<file path="src/rtl/disp_scan_mux_pkg.sv">
// Shared constants for the display scanner and the seven-segment decoder.
// BLANK_CODE is the code the decoder renders as all segments off.
package disp_scan_mux_pkg;
  localparam int DIGIT_W          = 4;
  localparam logic [DIGIT_W-1:0] BLANK_CODE = 4'hF;
  localparam int DEF_N_DIGITS     = 4;
  localparam int DEF_SCAN_DIV     = 50000;
  localparam int DEF_BLINK_FRAMES = 64;

  typedef logic [DIGIT_W-1:0] digit_t;

  // Counter width that stays legal when the divide ratio is 1.
  function automatic int cnt_w(input int div);
    return (div > 1) ? $clog2(div) : 1;
  endfunction
endpackage

</file>
<file path="src/rtl/disp_scan_mux_tick_div.sv">
// tick_div: enable-gated prescaler. Counts enabled cycles 0..DIV-1 and wraps.
// Ports:
//   clk_i  system clock
//   rst_i  asynchronous active-high reset
//   en_i   count enable
//   tc_o   high in the enabled cycle whose edge wraps the count (terminal count)
module tick_div
  import disp_scan_mux_pkg::*;
#(
  parameter int DIV = 4
) (
  input  logic clk_i,
  input  logic rst_i,
  input  logic en_i,
  output logic tc_o
);
  localparam int W = cnt_w(DIV);
  localparam logic [W-1:0] LAST = W'(DIV - 1);

  logic [W-1:0] cnt_q, cnt_d;

  assign tc_o = en_i && (cnt_q == LAST);

  always_comb begin
    cnt_d = cnt_q;
    if (en_i) cnt_d = (cnt_q == LAST) ? '0 : cnt_q + 1'b1;
  end

  always_ff @(posedge clk_i or posedge rst_i) begin
    if (rst_i) cnt_q <= '0;
    else       cnt_q <= cnt_d;
  end
endmodule

</file>
<file path="src/rtl/disp_scan_mux.sv">
// disp_scan_mux: time-multiplexes N BCD digits onto one shared seven-segment
// decoder, with double buffering, leading-zero blanking and per-digit blink.
// Ports:
//   clk_i, rst_i     clock, asynchronous active-high reset
//   load_i           strobe: capture digits_in_i / blink_mask_i into shadow
//   digits_in_i      packed digit codes, digit 0 in the low nibble
//   blink_mask_i     per-digit blink enable
//   lzb_en_i         leading-zero blanking enable (sampled live)
//   digit_code_o     code for the current slot (registered)
//   digit_en_o       one-hot digit enable, zero in each slot's guard cycle
//   frame_start_o    one-cycle pulse in the first cycle of slot 0
//   pending_o        shadow holds data not yet applied to the active buffer
module disp_scan_mux
  import disp_scan_mux_pkg::*;
#(
  parameter int N_DIGITS     = DEF_N_DIGITS,
  parameter int SCAN_DIV     = DEF_SCAN_DIV,
  parameter int BLINK_FRAMES = DEF_BLINK_FRAMES
) (
  input  logic                          clk_i,
  input  logic                          rst_i,
  input  logic                          load_i,
  input  logic [DIGIT_W*N_DIGITS-1:0]   digits_in_i,
  input  logic [N_DIGITS-1:0]           blink_mask_i,
  input  logic                          lzb_en_i,
  output logic [DIGIT_W-1:0]            digit_code_o,
  output logic [N_DIGITS-1:0]           digit_en_o,
  output logic                          frame_start_o,
  output logic                          pending_o
);
  localparam int IDX_W = $clog2(N_DIGITS);
  localparam logic [IDX_W-1:0] IDX_LAST = IDX_W'(N_DIGITS - 1);

  logic [N_DIGITS-1:0][DIGIT_W-1:0] shd_dig_q, shd_dig_d, act_dig_q, act_dig_d;
  logic [N_DIGITS-1:0]              shd_msk_q, shd_msk_d, act_msk_q, act_msk_d;
  logic [IDX_W-1:0]                 idx_q, idx_d;
  logic                             blink_q, blink_d;
  logic                             pending_q, pending_d;
  logic [DIGIT_W-1:0]               code_q, code_d;
  logic [N_DIGITS-1:0]              en_q, en_d;
  logic                             fs_q;
  logic                             scan_tc, frame_edge, blink_tc;
  logic                             upper_zero;
  digit_t                           sel_code;

  tick_div #(.DIV(SCAN_DIV)) u_scan (
    .clk_i (clk_i),
    .rst_i (rst_i),
    .en_i  (1'b1),
    .tc_o  (scan_tc)
  );

  // Counts frames; terminal count flips the blink phase.
  tick_div #(.DIV(BLINK_FRAMES)) u_blink (
    .clk_i (clk_i),
    .rst_i (rst_i),
    .en_i  (frame_edge),
    .tc_o  (blink_tc)
  );

  assign frame_edge = scan_tc && (idx_q == IDX_LAST);

  always_comb begin
    idx_d     = idx_q;
    if (scan_tc) idx_d = (idx_q == IDX_LAST) ? '0 : idx_q + 1'b1;

    blink_d   = blink_q ^ blink_tc;

    act_dig_d = act_dig_q;
    act_msk_d = act_msk_q;
    if (frame_edge && pending_q) begin
      act_dig_d = shd_dig_q;
      act_msk_d = shd_msk_q;
    end

    shd_dig_d = shd_dig_q;
    shd_msk_d = shd_msk_q;
    pending_d = pending_q;
    if (frame_edge) pending_d = 1'b0;
    if (load_i) begin
      shd_dig_d = digits_in_i;
      shd_msk_d = blink_mask_i;
      pending_d = 1'b1;
    end
  end

  // Code for the slot being entered, taken from the buffer and blink phase
  // that will be in force during that slot.
  always_comb begin
    upper_zero = 1'b1;
    for (int i = 0; i < N_DIGITS; i++) begin
      if (i >= int'(idx_d) && act_dig_d[i] != '0) upper_zero = 1'b0;
    end
    sel_code = act_dig_d[idx_d];
    if (blink_d && act_msk_d[idx_d])                  sel_code = BLANK_CODE;
    else if (lzb_en_i && idx_d != '0 && upper_zero)   sel_code = BLANK_CODE;
  end

  always_comb begin
    code_d = scan_tc ? sel_code : code_q;
    // Next cycle is a guard cycle exactly when the prescaler wraps now.
    en_d   = scan_tc ? '0 : (N_DIGITS'(1) << idx_q);
  end

  always_ff @(posedge clk_i or posedge rst_i) begin
    if (rst_i) begin
      shd_dig_q <= {N_DIGITS{BLANK_CODE}};
      act_dig_q <= {N_DIGITS{BLANK_CODE}};
      shd_msk_q <= '0;
      act_msk_q <= '0;
      idx_q     <= '0;
      blink_q   <= 1'b0;
      pending_q <= 1'b0;
      code_q    <= BLANK_CODE;
      en_q      <= '0;
      fs_q      <= 1'b0;
    end else begin
      shd_dig_q <= shd_dig_d;
      act_dig_q <= act_dig_d;
      shd_msk_q <= shd_msk_d;
      act_msk_q <= act_msk_d;
      idx_q     <= idx_d;
      blink_q   <= blink_d;
      pending_q <= pending_d;
      code_q    <= code_d;
      en_q      <= en_d;
      fs_q      <= frame_edge;
    end
  end

  assign digit_code_o  = code_q;
  assign digit_en_o    = en_q;
  assign frame_start_o = fs_q;
  assign pending_o     = pending_q;
endmodule

</file>
<file path="config.mk">
export PLATFORM = sky130hd
export DESIGN_NAME = disp_scan_mux
export DESIGN_NICKNAME = d
export VERILOG_FILES = /design/src/rtl/disp_scan_mux_pkg.sv /design/src/rtl/disp_scan_mux_tick_div.sv /design/src/rtl/disp_scan_mux.sv
export SDC_FILE = /design/constraint.sdc
export NUM_CORES = 1
export LEC_CHECK = 0
export ABC_AREA = 1
export ABC_CLOCK_PERIOD_IN_PS = 3100
export CORE_MARGIN = 2
export CORE_UTILIZATION = 30
export CTS_CLUSTER_DIAMETER = 30
export DETAILED_ROUTE_END_ITERATION = 12
export GPL_ROUTABILITY_DRIVEN = 0
export PLACE_DENSITY_LB_ADDON = 0.12
export SLEW_MARGIN = 10
export SYNTH_ARGS = -nofsm -noshare
export SYNTH_HDL_FRONTEND = slang
export SYNTH_SLANG_ARGS = --single-unit
</file>
<file path="constraint.sdc">
create_clock -name clk_i -period 3.1 [get_ports clk_i]
set_input_delay 0.93 -clock clk_i [delete_from_list [all_inputs] [get_ports clk_i]]
set_output_delay 0.93 -clock clk_i [all_outputs]
set_load 0.01 [all_outputs]
</file>
==> impl_metrics.xml <==
<?xml version="1.0" encoding="UTF-8"?>
<metrics>
  <group name="run_status">
    <metric name="outcome" unit="">finished clean</metric>
  </group>
  <group name="worst_setup_path">
    <metric name="critical_path.max_stage_delay" unit="ns">0.67</metric>
    <metric name="timing.critical_path.arrival" unit="ns">1.65</metric>
    <metric name="worstReg2RegEnd" unit="">digit_code_o[2]</metric>
    <metric name="worst_setup_path_start_kind" unit="">register</metric>
    <metric name="critical_path.startpoint" unit="">pending_o</metric>
    <metric name="critPathBufInv" unit="">1</metric>
    <metric name="worst_setup_path_end_kind" unit="">output pin</metric>
    <metric name="reg2reg_slack" unit="ns">0.80</metric>
    <metric name="worst_setup_endpoint" unit="">pending_o</metric>
    <metric name="critical_path_peak_fanout" unit="">11</metric>
    <metric name="critical_path_depth" unit="">1</metric>
    <metric name="crit_slowest_cell" unit="">sky130_fd_sc_hd__dfrtp_1</metric>
    <metric name="reg2regPathDepth" unit="">12</metric>
    <metric name="worstPathCellList" unit="">clkdlybuf4s50_1</metric>
    <metric name="endpoint_required_time_on_the_critical_path" unit="ns">2.17</metric>
    <metric name="rr_startpoint" unit="">idx_q[1]</metric>
    <metric name="crit_family" unit="">flip-flops</metric>
    <metric name="setup_crit_path_kind" unit="">reg2out</metric>
  </group>
  <group name="clocking">
    <metric name="htree_levels" unit="">3</metric>
    <metric name="post_cts_resize_count" unit="">0</metric>
    <metric name="clock_tree.buffer_depth" unit="">2</metric>
    <metric name="clk-insertion-delay-late" unit="ns">0.34</metric>
    <metric name="cts-hold-fix-buffers" unit="">0</metric>
    <metric name="cts_inserted_buffers" unit="">9</metric>
    <metric name="worst_setup_hold_path_clk_slew" unit="ns">0.06</metric>
    <metric name="tritoncts_num_sinks" unit="">75</metric>
    <metric name="cts_tree" unit="">yes</metric>
    <metric name="cts.repair_timing.setup_buffer_count" unit="">0</metric>
    <metric name="ctsRootBufferMaster" unit="">sky130_fd_sc_hd__clkbuf_16</metric>
  </group>
  <group name="yosys">
    <metric name="synth_top_area_share" unit="%">26.2</metric>
    <metric name="netlist_top_cells_area" unit="">sky130_fd_sc_hd__dfrtp_1, sky130_fd_sc_hd__dfstp_2, sky130_fd_sc_hd__nand2_1, sky130_fd_sc_hd__nor2_1, sky130_fd_sc_hd__inv_1</metric>
    <metric name="yosys.area.top_type" unit="">sky130_fd_sc_hd__dfrtp_1</metric>
    <metric name="mappedNetlistNets" unit="">489</metric>
    <metric name="synthesis.yosys.warnings" unit="">0</metric>
    <metric name="synth_area" unit="sq mm">0.00372</metric>
    <metric name="synth.avg_cell_area" unit="sq um">8.11</metric>
    <metric name="syn-instance-count" unit="">459</metric>
    <metric name="ys_seq_area_share" unit="%">51.6</metric>
    <metric name="netlist-cell-type-count" unit="">34</metric>
    <metric name="synth_seq_cells" unit="">75</metric>
  </group>
  <group name="route">
    <metric name="drt_pre_antenna_iters" unit="">5</metric>
    <metric name="via_per_inst" unit="">4.39</metric>
    <metric name="num_vias" unit="">2944</metric>
    <metric name="avgRoutedWirePerCell" unit="microns">13.2</metric>
    <metric name="totalWireLength" unit="mm">8.86</metric>
    <metric name="drt.antenna.violating_nets" unit="">0</metric>
    <metric name="post-route-drc-count" unit="">0</metric>
    <metric name="drt_first_iter_violations" unit="">258</metric>
  </group>
  <group name="pwr">
    <metric name="internal-power" unit="mW">1.76</metric>
    <metric name="power_density" unit="mW/mm^2">492</metric>
    <metric name="vdd_ir_drop_max" unit="uV">462</metric>
    <metric name="switching_share_of_power" unit="%">21.8</metric>
    <metric name="comb_power_share" unit="%">4.1</metric>
    <metric name="cellLeakagePower" unit="nW">2.15</metric>
    <metric name="p_clk_share" unit="%">50.1</metric>
    <metric name="seqPwrFrac" unit="%">45.8</metric>
    <metric name="switching_power_summed_over_all_nets" unit="mW">0.490</metric>
  </group>
  <group name="sta">
    <metric name="maxSlewHeadroom" unit="%">64.6</metric>
    <metric name="tightest_slew" unit="ns">0.531</metric>
    <metric name="fmax" unit="MHz">387</metric>
    <metric name="final-setup-viol-count" unit="">0</metric>
    <metric name="fin_skew" unit="ns">0.0106</metric>
    <metric name="hold_viol_final" unit="">0</metric>
    <metric name="final-max-slew-violation-count" unit="">0</metric>
    <metric name="finalCriticalPeriod" unit="ns">2.58</metric>
    <metric name="timing.final.crit_share" unit="%">83.3</metric>
    <metric name="setup-tns-final" unit="ns">0</metric>
    <metric name="grt_setup_unrepaired" unit="">false</metric>
  </group>
  <group name="global_routing">
    <metric name="antenna_found_initial" unit="">0</metric>
    <metric name="grt_remaining_overflow" unit="">0</metric>
    <metric name="first_global_vias" unit="">2910</metric>
    <metric name="largest_net_degree_at_the_start_of_global_routing" unit="">57</metric>
    <metric name="grt_first_pass_wirelength" unit="mm">15.0</metric>
    <metric name="grt_util_all_layers" unit="%">14.6</metric>
  </group>
  <group name="floorplan">
    <metric name="num_rows" unit="">40</metric>
    <metric name="coreArea" unit="sq mm">0.0121</metric>
    <metric name="initial_utilization" unit="%">30.9</metric>
    <metric name="chip_height" unit="microns">115</metric>
    <metric name="io_pins" unit="">34</metric>
    <metric name="die-area" unit="sq mm">0.0133</metric>
    <metric name="die_x_extent" unit="microns">115</metric>
  </group>
  <group name="cells_and_area">
    <metric name="proportion_of_layout_cells_with_a_drive_suffix_above_1" unit="%">17.1</metric>
    <metric name="finish.cell_count_without_fillers" unit="">670</metric>
    <metric name="nets" unit="">527</metric>
    <metric name="flow.area_growth_from_synthesis" unit="%">22.8</metric>
    <metric name="diodes_inserted" unit="">0</metric>
  </group>
  <group name="job">
    <metric name="timing.max_cap.violations" unit="">0</metric>
  </group>
  <group name="min_path">
    <metric name="hold_path_startpoint" unit="">u_scan.cnt_q[0]</metric>
    <metric name="min_path_type" unit="">reg2reg</metric>
  </group>
  <group name="place">
    <metric name="io_buffer_count" unit="">33</metric>
    <metric name="placed_cells" unit="">654</metric>
    <metric name="dp.final_hpwl" unit="mm">6.39</metric>
  </group>
</metrics>
-- cells by family after synthesis --
kind of cell               share of synthesized area, %
xor gates and xnor gates                           1.38
buffers and inverters                              7.03
AOI/OAI and AO/OA                                  4.27
adders and majority gates                          2.02
and+or+nand+nor                                    33.7
DFF                                                51.6
-- area by class of cell --
cell class                      instances  area [sq um]
Fill cell                            1268          7490
Sequential cell                        75          1920
Multi-Input combinational cell        319          1540
Timing Repair Buffer                   38           380
Clock buffer                            9           225
Tap cell                              168           210
Inverter                               54           204
Clock inverter                          7          90.1
-- through the flow --
step | utilization, % | cell area (sq um) | setup WS, ns | hold WS (ns) | power (mW)
3_3_place_gp | 35.3 | 4250 | 0.789 | 0.435 | 1.14
3_5_place_dp | 35.3 | 4250 | 0.783 | 0.454 | 1.14
6_report | 37.9 | 4570 | 0.517 | 0.463 | 2.25
5_1_grt | 37.9 | 4570 | 0.453 | 0.484 | 2.34
4_1_cts | 37.9 | 4570 | 0.476 | 0.461 | 2.28
2_1_floorplan | - | 3720 | 0.320 | 0.425 | 1.09
-- synthesized netlist by cell type, drive strengths merged --
library cell,n
o211ai,1
nor2,67
ha,6
nor3,5
inv,52
clkinv,2
nor3b,1
nand4,16
nand3b,1
dfrtp,39
xor2,3
buf,3
a31oi,1
nand2,158
dfstp,36
xnor2,2
o21a,2
and3,1
a21oi,7
nor4,1
clkbuf,8
nand3,28
o21ai,19
-- state kept, by name (all words and copies together), names as in the netlist, 2 cells and up --
register	count
act_dig_q	16
act_msk_q	4
digit_code_o	4
digit_en_o	4
idx_q	2
shd_dig_q	16
shd_msk_q	4
u_blink.cnt_q	6
u_scan.cnt_q	16
-- layer usage --
| layer | GRT usage (%) | wire (microns) | vias up |
|---|---|---|---|
| met5 | 0 | 0 | - |
| met4 | 4.34 | 114 | 0 |
| met1 | 19.6 | 4220 | 1366 |
| met2 | 23.3 | 4130 | 58 |
| met3 | 3.90 | 387 | 8 |
| li1 | - | - | 1512 |
-- cells in the final DEF (no fill, tap or decap), drive strengths merged, types with 3 or more instances in the layout --
cell type and count:
dfstp 36, a21oi 7, inv 54, clkbuf 9
xor2 3, nand4 16, nand3 28, buf 5
o21ai 19, nor2 67, ha 6, nand2 158
nor3 5, dfrtp 39, clkdlybuf4s50 33, clkinv 4
-- power groups by stage --
stage                     clock network, mW  registers (mW)  logic, mW
final                                  1.13            1.03     0.0913
after global placement                    0            1.05     0.0938
after detailed placement                  0            1.05     0.0945
after global routing                   1.20            1.03      0.105
after CTS                              1.15            1.03     0.0950
after floorplan                           0            1.04     0.0444
-- how the worst min path moves through the flow --
stage | end | slack (ns) | cells past startpoint
after global routing | shd_dig_q[2] | 0.48 | 2
after CTS | u_scan.cnt_q[0] | 0.46 | 1
final | u_scan.cnt_q[0] | 0.46 | 1
after floorplan | u_scan.cnt_q[0] | 0.43 | 1
after detailed placement | u_scan.cnt_q[0] | 0.45 | 1
after global placement | u_scan.cnt_q[0] | 0.44 | 1
Note: power is estimated with default switching activity, not from simulation.
